### src/rtl/mips_multicycle_cpu.sv
// Multi-cycle MIPS32-subset core: one shared ALU, 32x32 register file and a unified
// instruction/data memory port with a req/ready handshake tolerant of any wait states.
module mips_multicycle_cpu #(
    parameter int unsigned ADDR_W           = 32,
    parameter int unsigned RESET_PC         = 0,
    parameter bit          HALT_ON_MISALIGN = 1'b1
) (
    input  logic              clk,
    input  logic              rst,
    output logic              mem_req,
    output logic              mem_we,
    output logic [ADDR_W-1:0] mem_addr,
    output logic [31:0]       mem_wdata,
    input  logic [31:0]       mem_rdata,
    input  logic              mem_ready,
    output logic [ADDR_W-1:0] pc_o,
    output logic [2:0]        state_o,
    output logic              retire_o,
    output logic              halt_o
);
    typedef enum logic [2:0] {
        StFetch  = 3'd0,
        StDecode = 3'd1,
        StExec   = 3'd2,
        StMem    = 3'd3,
        StWb     = 3'd4,
        StHalt   = 3'd5
    } state_e;

    localparam logic [5:0] OpRtype = 6'h00, OpJ    = 6'h02, OpJal  = 6'h03, OpBeq = 6'h04;
    localparam logic [5:0] OpBne   = 6'h05, OpAddi = 6'h08, OpSlti = 6'h0A, OpAndi = 6'h0C;
    localparam logic [5:0] OpOri   = 6'h0D, OpLw   = 6'h23, OpSw   = 6'h2B;
    localparam logic [5:0] FnJr    = 6'h08, FnAdd  = 6'h20, FnSub  = 6'h22, FnAnd  = 6'h24;
    localparam logic [5:0] FnOr    = 6'h25, FnSlt  = 6'h2A;

    state_e            state_q, state_d;
    logic [ADDR_W-1:0] pc_q, pc_d;
    logic [31:0]       ir_q, ir_d, mdr_q, mdr_d, a_q, a_d, b_q, b_d, alu_out_q, alu_out_d;
    logic              retire_q, retire_d;
    logic [31:0]       regs [32];

    logic              rf_we;
    logic [4:0]        rf_waddr;
    logic [31:0]       rf_wdata;

    logic [5:0]  op, funct;
    logic [4:0]  rs, rt, rd;
    logic [31:0] sext_imm, zext_imm, pc32, jump_target, alu_b, alu_res;
    logic        is_r, is_jr, is_branch, is_mem, legal, xfer, misaligned;
    logic        unused_shamt;

    assign op       = ir_q[31:26];
    assign rs       = ir_q[25:21];
    assign rt       = ir_q[20:16];
    assign rd       = ir_q[15:11];
    assign funct    = ir_q[5:0];
    assign sext_imm = {{16{ir_q[15]}}, ir_q[15:0]};
    assign zext_imm = {16'h0000, ir_q[15:0]};
    assign pc32     = 32'(pc_q);
    // Jump keeps the top nibble of the already-incremented PC.
    assign jump_target = (pc32 & 32'hF000_0000) | {4'h0, ir_q[25:0], 2'b00};
    assign unused_shamt = ^ir_q[10:6];

    assign is_r      = (op == OpRtype);
    assign is_jr     = is_r && (funct == FnJr);
    assign is_branch = (op == OpBeq) || (op == OpBne);
    assign is_mem    = (op == OpLw) || (op == OpSw);
    assign legal     = is_r ? (funct inside {FnAdd, FnSub, FnAnd, FnOr, FnSlt, FnJr})
                            : (op inside {OpAddi, OpAndi, OpOri, OpSlti, OpLw, OpSw,
                                          OpBeq, OpBne, OpJ, OpJal});

    // Single shared ALU; operand B depends on instruction class.
    always_comb begin
        alu_b = is_r ? b_q : (((op == OpAndi) || (op == OpOri)) ? zext_imm : sext_imm);
        if (is_r && funct == FnSub) begin
            alu_res = a_q - alu_b;
        end else if ((is_r && funct == FnAnd) || op == OpAndi) begin
            alu_res = a_q & alu_b;
        end else if ((is_r && funct == FnOr) || op == OpOri) begin
            alu_res = a_q | alu_b;
        end else if ((is_r && funct == FnSlt) || op == OpSlti) begin
            alu_res = {31'h0, $signed(a_q) < $signed(alu_b)};
        end else begin
            alu_res = a_q + alu_b;
        end
    end

    assign misaligned = (alu_res[1:0] != 2'b00);

    assign mem_req   = rst && ((state_q == StFetch) || (state_q == StMem));
    assign mem_we    = (state_q == StMem) && (op == OpSw);
    assign mem_addr  = (state_q == StMem) ? alu_out_q[ADDR_W-1:0] : pc_q;
    assign mem_wdata = b_q;
    assign xfer      = mem_req && mem_ready;

    always_comb begin
        state_d   = state_q;
        pc_d      = pc_q;
        ir_d      = ir_q;
        mdr_d     = mdr_q;
        a_d       = a_q;
        b_d       = b_q;
        alu_out_d = alu_out_q;
        retire_d  = 1'b0;
        rf_we     = 1'b0;
        rf_waddr  = 5'd0;
        rf_wdata  = 32'h0;
        unique case (state_q)
            StFetch: begin
                if (xfer) begin
                    ir_d    = mem_rdata;
                    pc_d    = pc_q + ADDR_W'(4);
                    state_d = StDecode;
                end
            end
            StDecode: begin
                a_d       = regs[rs];
                b_d       = regs[rt];
                alu_out_d = pc32 + {sext_imm[29:0], 2'b00};
                if (!legal) begin
                    state_d = StHalt;
                end else if (op == OpJ || op == OpJal) begin
                    pc_d     = jump_target[ADDR_W-1:0];
                    retire_d = 1'b1;
                    state_d  = StFetch;
                    if (op == OpJal) begin
                        rf_we    = 1'b1;
                        rf_waddr = 5'd31;
                        rf_wdata = pc32;
                    end
                end else begin
                    state_d = StExec;
                end
            end
            StExec: begin
                if (is_branch) begin
                    if ((a_q == b_q) == (op == OpBeq)) pc_d = alu_out_q[ADDR_W-1:0];
                    retire_d = 1'b1;
                    state_d  = StFetch;
                end else if (is_jr) begin
                    pc_d     = a_q[ADDR_W-1:0];
                    retire_d = 1'b1;
                    state_d  = StFetch;
                end else if (is_mem) begin
                    // Aligned addresses already end in 00, so forcing is harmless there.
                    alu_out_d = {alu_res[31:2], 2'b00};
                    state_d   = (misaligned && HALT_ON_MISALIGN) ? StHalt : StMem;
                end else begin
                    alu_out_d = alu_res;
                    state_d   = StWb;
                end
            end
            StMem: begin
                if (xfer) begin
                    if (op == OpSw) begin
                        retire_d = 1'b1;
                        state_d  = StFetch;
                    end else begin
                        mdr_d   = mem_rdata;
                        state_d = StWb;
                    end
                end
            end
            StWb: begin
                rf_we    = 1'b1;
                rf_waddr = is_r ? rd : rt;
                rf_wdata = (op == OpLw) ? mdr_q : alu_out_q;
                retire_d = 1'b1;
                state_d  = StFetch;
            end
            default: state_d = StHalt;
        endcase
    end

    always_ff @(posedge clk or negedge rst) begin
        if (!rst) begin
            state_q   <= StFetch;
            pc_q      <= ADDR_W'(RESET_PC);
            ir_q      <= 32'h0;
            mdr_q     <= 32'h0;
            a_q       <= 32'h0;
            b_q       <= 32'h0;
            alu_out_q <= 32'h0;
            retire_q  <= 1'b0;
        end else begin
            state_q   <= state_d;
            pc_q      <= pc_d;
            ir_q      <= ir_d;
            mdr_q     <= mdr_d;
            a_q       <= a_d;
            b_q       <= b_d;
            alu_out_q <= alu_out_d;
            retire_q  <= retire_d;
        end
    end

    always_ff @(posedge clk or negedge rst) begin
        if (!rst) begin
            for (int i = 0; i < 32; i++) regs[i] <= 32'h0;
        end else if (rf_we && rf_waddr != 5'd0) begin
            regs[rf_waddr] <= rf_wdata;
        end
    end

    assign pc_o     = pc_q;
    assign state_o  = state_q;
    assign retire_o = retire_q;
    assign halt_o   = (state_q == StHalt);

endmodule

### config.mk
export PLATFORM = sky130hd
export DESIGN_NAME = mips_multicycle_cpu
export DESIGN_NICKNAME = d
export VERILOG_FILES = /design/src/rtl/mips_multicycle_cpu.sv
export SDC_FILE = /design/constraint.sdc
export NUM_CORES = 2
export LEC_CHECK = 0
export ABC_AREA = 0
export CAP_MARGIN = 20
export CORE_UTILIZATION = 29
export DETAILED_ROUTE_END_ITERATION = 6
export PLACE_DENSITY = 0.49
export SYNTH_ARGS = -nofsm -noshare
export SYNTH_HDL_FRONTEND = slang
export SYNTH_SLANG_ARGS = --single-unit
### constraint.sdc
create_clock -name clk -period 8.6 [get_ports clk]
set_input_delay 1.29 -clock clk [delete_from_list [all_inputs] [get_ports clk]]
set_output_delay 1.29 -clock clk [all_outputs]
set_load 0.03 [all_outputs]
==> flow_summary.json <==
{
  "status": "finished, final reports clean",
  "clk_pin_slew_ps": 60,
  "finalHoldViolCount": 0,
  "cts_root_buf": "clkbuf_16",
  "vias": 50903,
  "worstHoldPathType": "in2async",
  "first_pass_iters": 5,
  "die_w_um": 487,
  "cap_viol_max_count": 0,
  "grt_first_pass_wirelength_um": 360000,
  "fin_area_um2": 77400,
  "io_buffers": 137,
  "worstReg2RegEnd": "alu_out_q[31]$_DFFE_PN0P_",
  "worstPathMaxFanout": 27,
  "synth_edf_count": 0,
  "synth_top_family_by_area": "multiplexers",
  "fin_crit_sh_pct": 66.5,
  "critPathMaxStageDelay_ps": 720,
  "viasPerCell": 5.44,
  "synth.distinct_cells": 82,
  "netlist_area_um2": 68300,
  "die_area_um2": 238000,
  "clock.fmax_mhz": 175,
  "final_antenna_net_count": 0,
  "yosys.area_share.simple_pct": 10.3,
  "fin_util_pct": 33.2,
  "wl_per_cell_um": 26.0,
  "syn_inst": 6320,
  "ys_seq_area_share_pct": 44.7,
  "finalCriticalPeriod_ps": 5720,
  "post_cts_resized": 0,
  "antenna_found_initial": 5,
  "yosys-mux-area-fraction_pct": 23.7,
  "ys.flop_type": "dfrtp_1",
  "met3_usage_pct": 3.04,
  "p_leak_nw": 32.1,
  "ys_async_sr_fraction_pct": 100,
  "core_um2": 233000,
  "r2r_setup_slack_ps": 2880,
  "timing.rr.start": "ir_q[29]$_DFFE_PN0P_",
  "hold-worst-slack_ps": 368,
  "synth_compound_area_share_pct": 13.2,
  "cts_buffers": 137,
  "crit_arrival_ps": 6350,
  "initialDrtViolationCount": 4698,
  "startpoint_type": "flip-flop",
  "cts_tree": "done",
  "start_util_pct": 29.3,
  "critPathRequiredTime_ps": 9240,
  "holdBufCountCts": 0,
  "crit_slowest_cell": "o21a_1",
  "drt_wl_total_um": 244000,
  "max-vdd-ir-drop_v": 0.000236,
  "postCtsSetupRepairBufs": 0,
  "power_density_nw_per_um2": 353,
  "cp-end-kind": "flip-flop",
  "drcViolationCount": 0,
  "r2r_cells": 17,
  "setup_tns_ps": 0,
  "rsz0062_at_grt": "false",
  "slew_viol_final": 0,
  "synth_adder_area_share_pct": 2.43,
  "synth_xor_area_share_pct": 1.51,
  "path_class": "reg2reg",
  "drive_gt1_share_pct": 18.8,
  "rows": 177,
  "path_cells": "or4_1 > nor2_2 > buf_4 > o21a_1 > o21a_1 > inv_1 > ha_1 > a21o_1 > a21o_1 > a221oi_1 > nand2_1 > o211ai_1 > a21oi_1 > o41ai_1 > o21ai_0 > xnor2_1 > o221ai_1",
  "relSlewSlack_pct": 20.8,
  "cts_max_level": 4,
  "dp_hpwl_um": 152000,
  "die_y_um": 487,
  "synth_nets": 6486,
  "dpl_cell_area_um2": 72700,
  "gr-usage-met2_pct": 31.8,
  "gp_congestion": 0.931,
  "setup_viol": 0,
  "grt_usage_pct": 20.6,
  "ys_warn_count": 0,
  "clk_path_buf_depth": 3,
  "n_fill_cell": 23487,
  "skew_ps": 53.0,
  "area_delta_synth_final_pct": 13.3,
  "worst_slew_pin_slew_ps": 1190,
  "synth_seq_cells": 1220,
  "grt_max_degree": 187,
  "ios": 138,
  "fin_nets": 6282,
  "avgSynthCellArea_um2": 10.8,
  "grt-ovfl-total": 0,
  "first_global_vias": 50822,
  "grtUsageMet1_pct": 29.3,
  "top_usage_layer": "met2",
  "clock-sinks": 1220,
  "clk_latency_ps": 810
}
synthesized netlist by cell type (70+ instances only):
library cell  instances  area (µm²)
o21ai_0             667        3340
buf_1                75         282
nor2_1              637        2390
buf_2               133         666
clkbuf_1            392        1470
mux2i_1             106        1060
ha_1                128        1600
a21oi_1             684        3420
dfrtp_1            1220       30500
nand2_1             814        3060
xnor2_1              70         613
mux4_2              640       14400
inv_1               105         394
area by class of cell:
type / instances / area [µm²] / area share, %
Tap cell: 3132 / 3920 / 5.06
Clock inverter: 44 / 548 / 0.708
Multi-Input combinational cell: 4389 / 35400 / 45.7
Clock buffer: 202 / 4160 / 5.37
Inverter: 105 / 394 / 0.509
Sequential cell: 1220 / 30600 / 39.5
Timing Repair Buffer: 263 / 2490 / 3.22
Antenna cell: 2 / 5.00 / 0.00646
flip-flops by register name, summed over array words and instances (netlist names):
signal / flops
mem_wdata: 32
ir_q: 32
state_o: 3
alu_out_q: 32
pc_o: 32
retire_o: 1
regs: 1024
a_q: 32
mdr_q: 32
stage by stage:
step | std cells | power [mW] | setup WS (ps)
6_report | 9357 | 27.3 | 2880
2_1_floorplan | 6320 | 16.7 | 3800
3_5_place_dp | 9106 | 21.1 | 2970
5_1_grt | 9356 | 28.8 | 2520
4_1_cts | 9352 | 27.4 | 2940
3_3_place_gp | 9105 | 21.0 | 3000
worst max path at each step:
stage                         startpoint                   endpoint  slack, ps  cells after the start
floorplan           ir_q[31]$_DFFE_PN0P_  alu_out_q[30]$_DFFE_PN0P_       3800                     19
global placement    ir_q[29]$_DFFE_PN0P_  alu_out_q[31]$_DFFE_PN0P_       3000                     17
detailed placement  ir_q[31]$_DFFE_PN0P_  alu_out_q[31]$_DFFE_PN0P_       2970                     17
CTS                 ir_q[29]$_DFFE_PN0P_  alu_out_q[31]$_DFFE_PN0P_       2940                     17
global route        ir_q[29]$_DFFE_PN0P_  alu_out_q[31]$_DFFE_PN0P_       2520                     17
finish              ir_q[29]$_DFFE_PN0P_  alu_out_q[31]$_DFFE_PN0P_       2880                     17
worst max-delay path, delay by kind of cell (launching register included):
| kind | cells | cell delay, ps |
|---|---|---|
| buffers and inverters | 2 | 380 |
| adders and majority gates | 1 | 410 |
| AOI/OAI and AO/OA | 10 | 3120 |
| DFF | 1 | 520 |
| and+or+nand+nor | 3 | 940 |
| xor gates and xnor gates | 1 | 170 |
cell usage in the layout (no fill, tap or decap), types with 15 or more instances in the layout:
cell type	n
clkbuf_16	143
nor3_1	33
o21a_1	29
mux4_2	640
a21oi_2	21
clkbuf_1	23
mux2_2	64
inv_1	105
mux2i_1	106
and3_1	18
o21ai_1	17
nand2_1	801
o211ai_1	32
a21o_1	30
dfrtp_1	1210
nand3_1	31
clkdlybuf4s50_1	136
o21ai_0	667
a211oi_1	26
a221oi_1	18
buf_4	113
clkinv_2	18
xor2_1	48
clkbuf_8	36
xnor2_1	70
a21oi_1	651
a31oi_1	26
ha_1	128
nand2b_1	17
o221ai_1	15
nor2_1	637
kinds of logic (layout without fill, tap and decap cells):
logic type      after synthesis  in the layout
simple gates               1688           1688
compound gates             1642           1642
flops                      1220           1220
mux                         810            810
buf+inv                     711            614
fa+ha+maj                   131            131
xor+xnor                    118            118
other cells                   0              2
routing by layer:
metal,up-vias,routed length [µm]
met3,406,15200
met5,-,0
met4,0,8070
met1,26259,110000
met2,1809,110000
li1,22429,-
power by group:
part,switching [mW],leakage [nW],internal (mW),total [mW]
registers,1.87,16.7,6.97,8.84
clock network,2.55,2.31,3.66,6.21
logic,7.22,13.1,5.07,12.3
total,11.6,32.1,15.7,27.3
No activity file was read; power rests on OpenSTA's default activity.
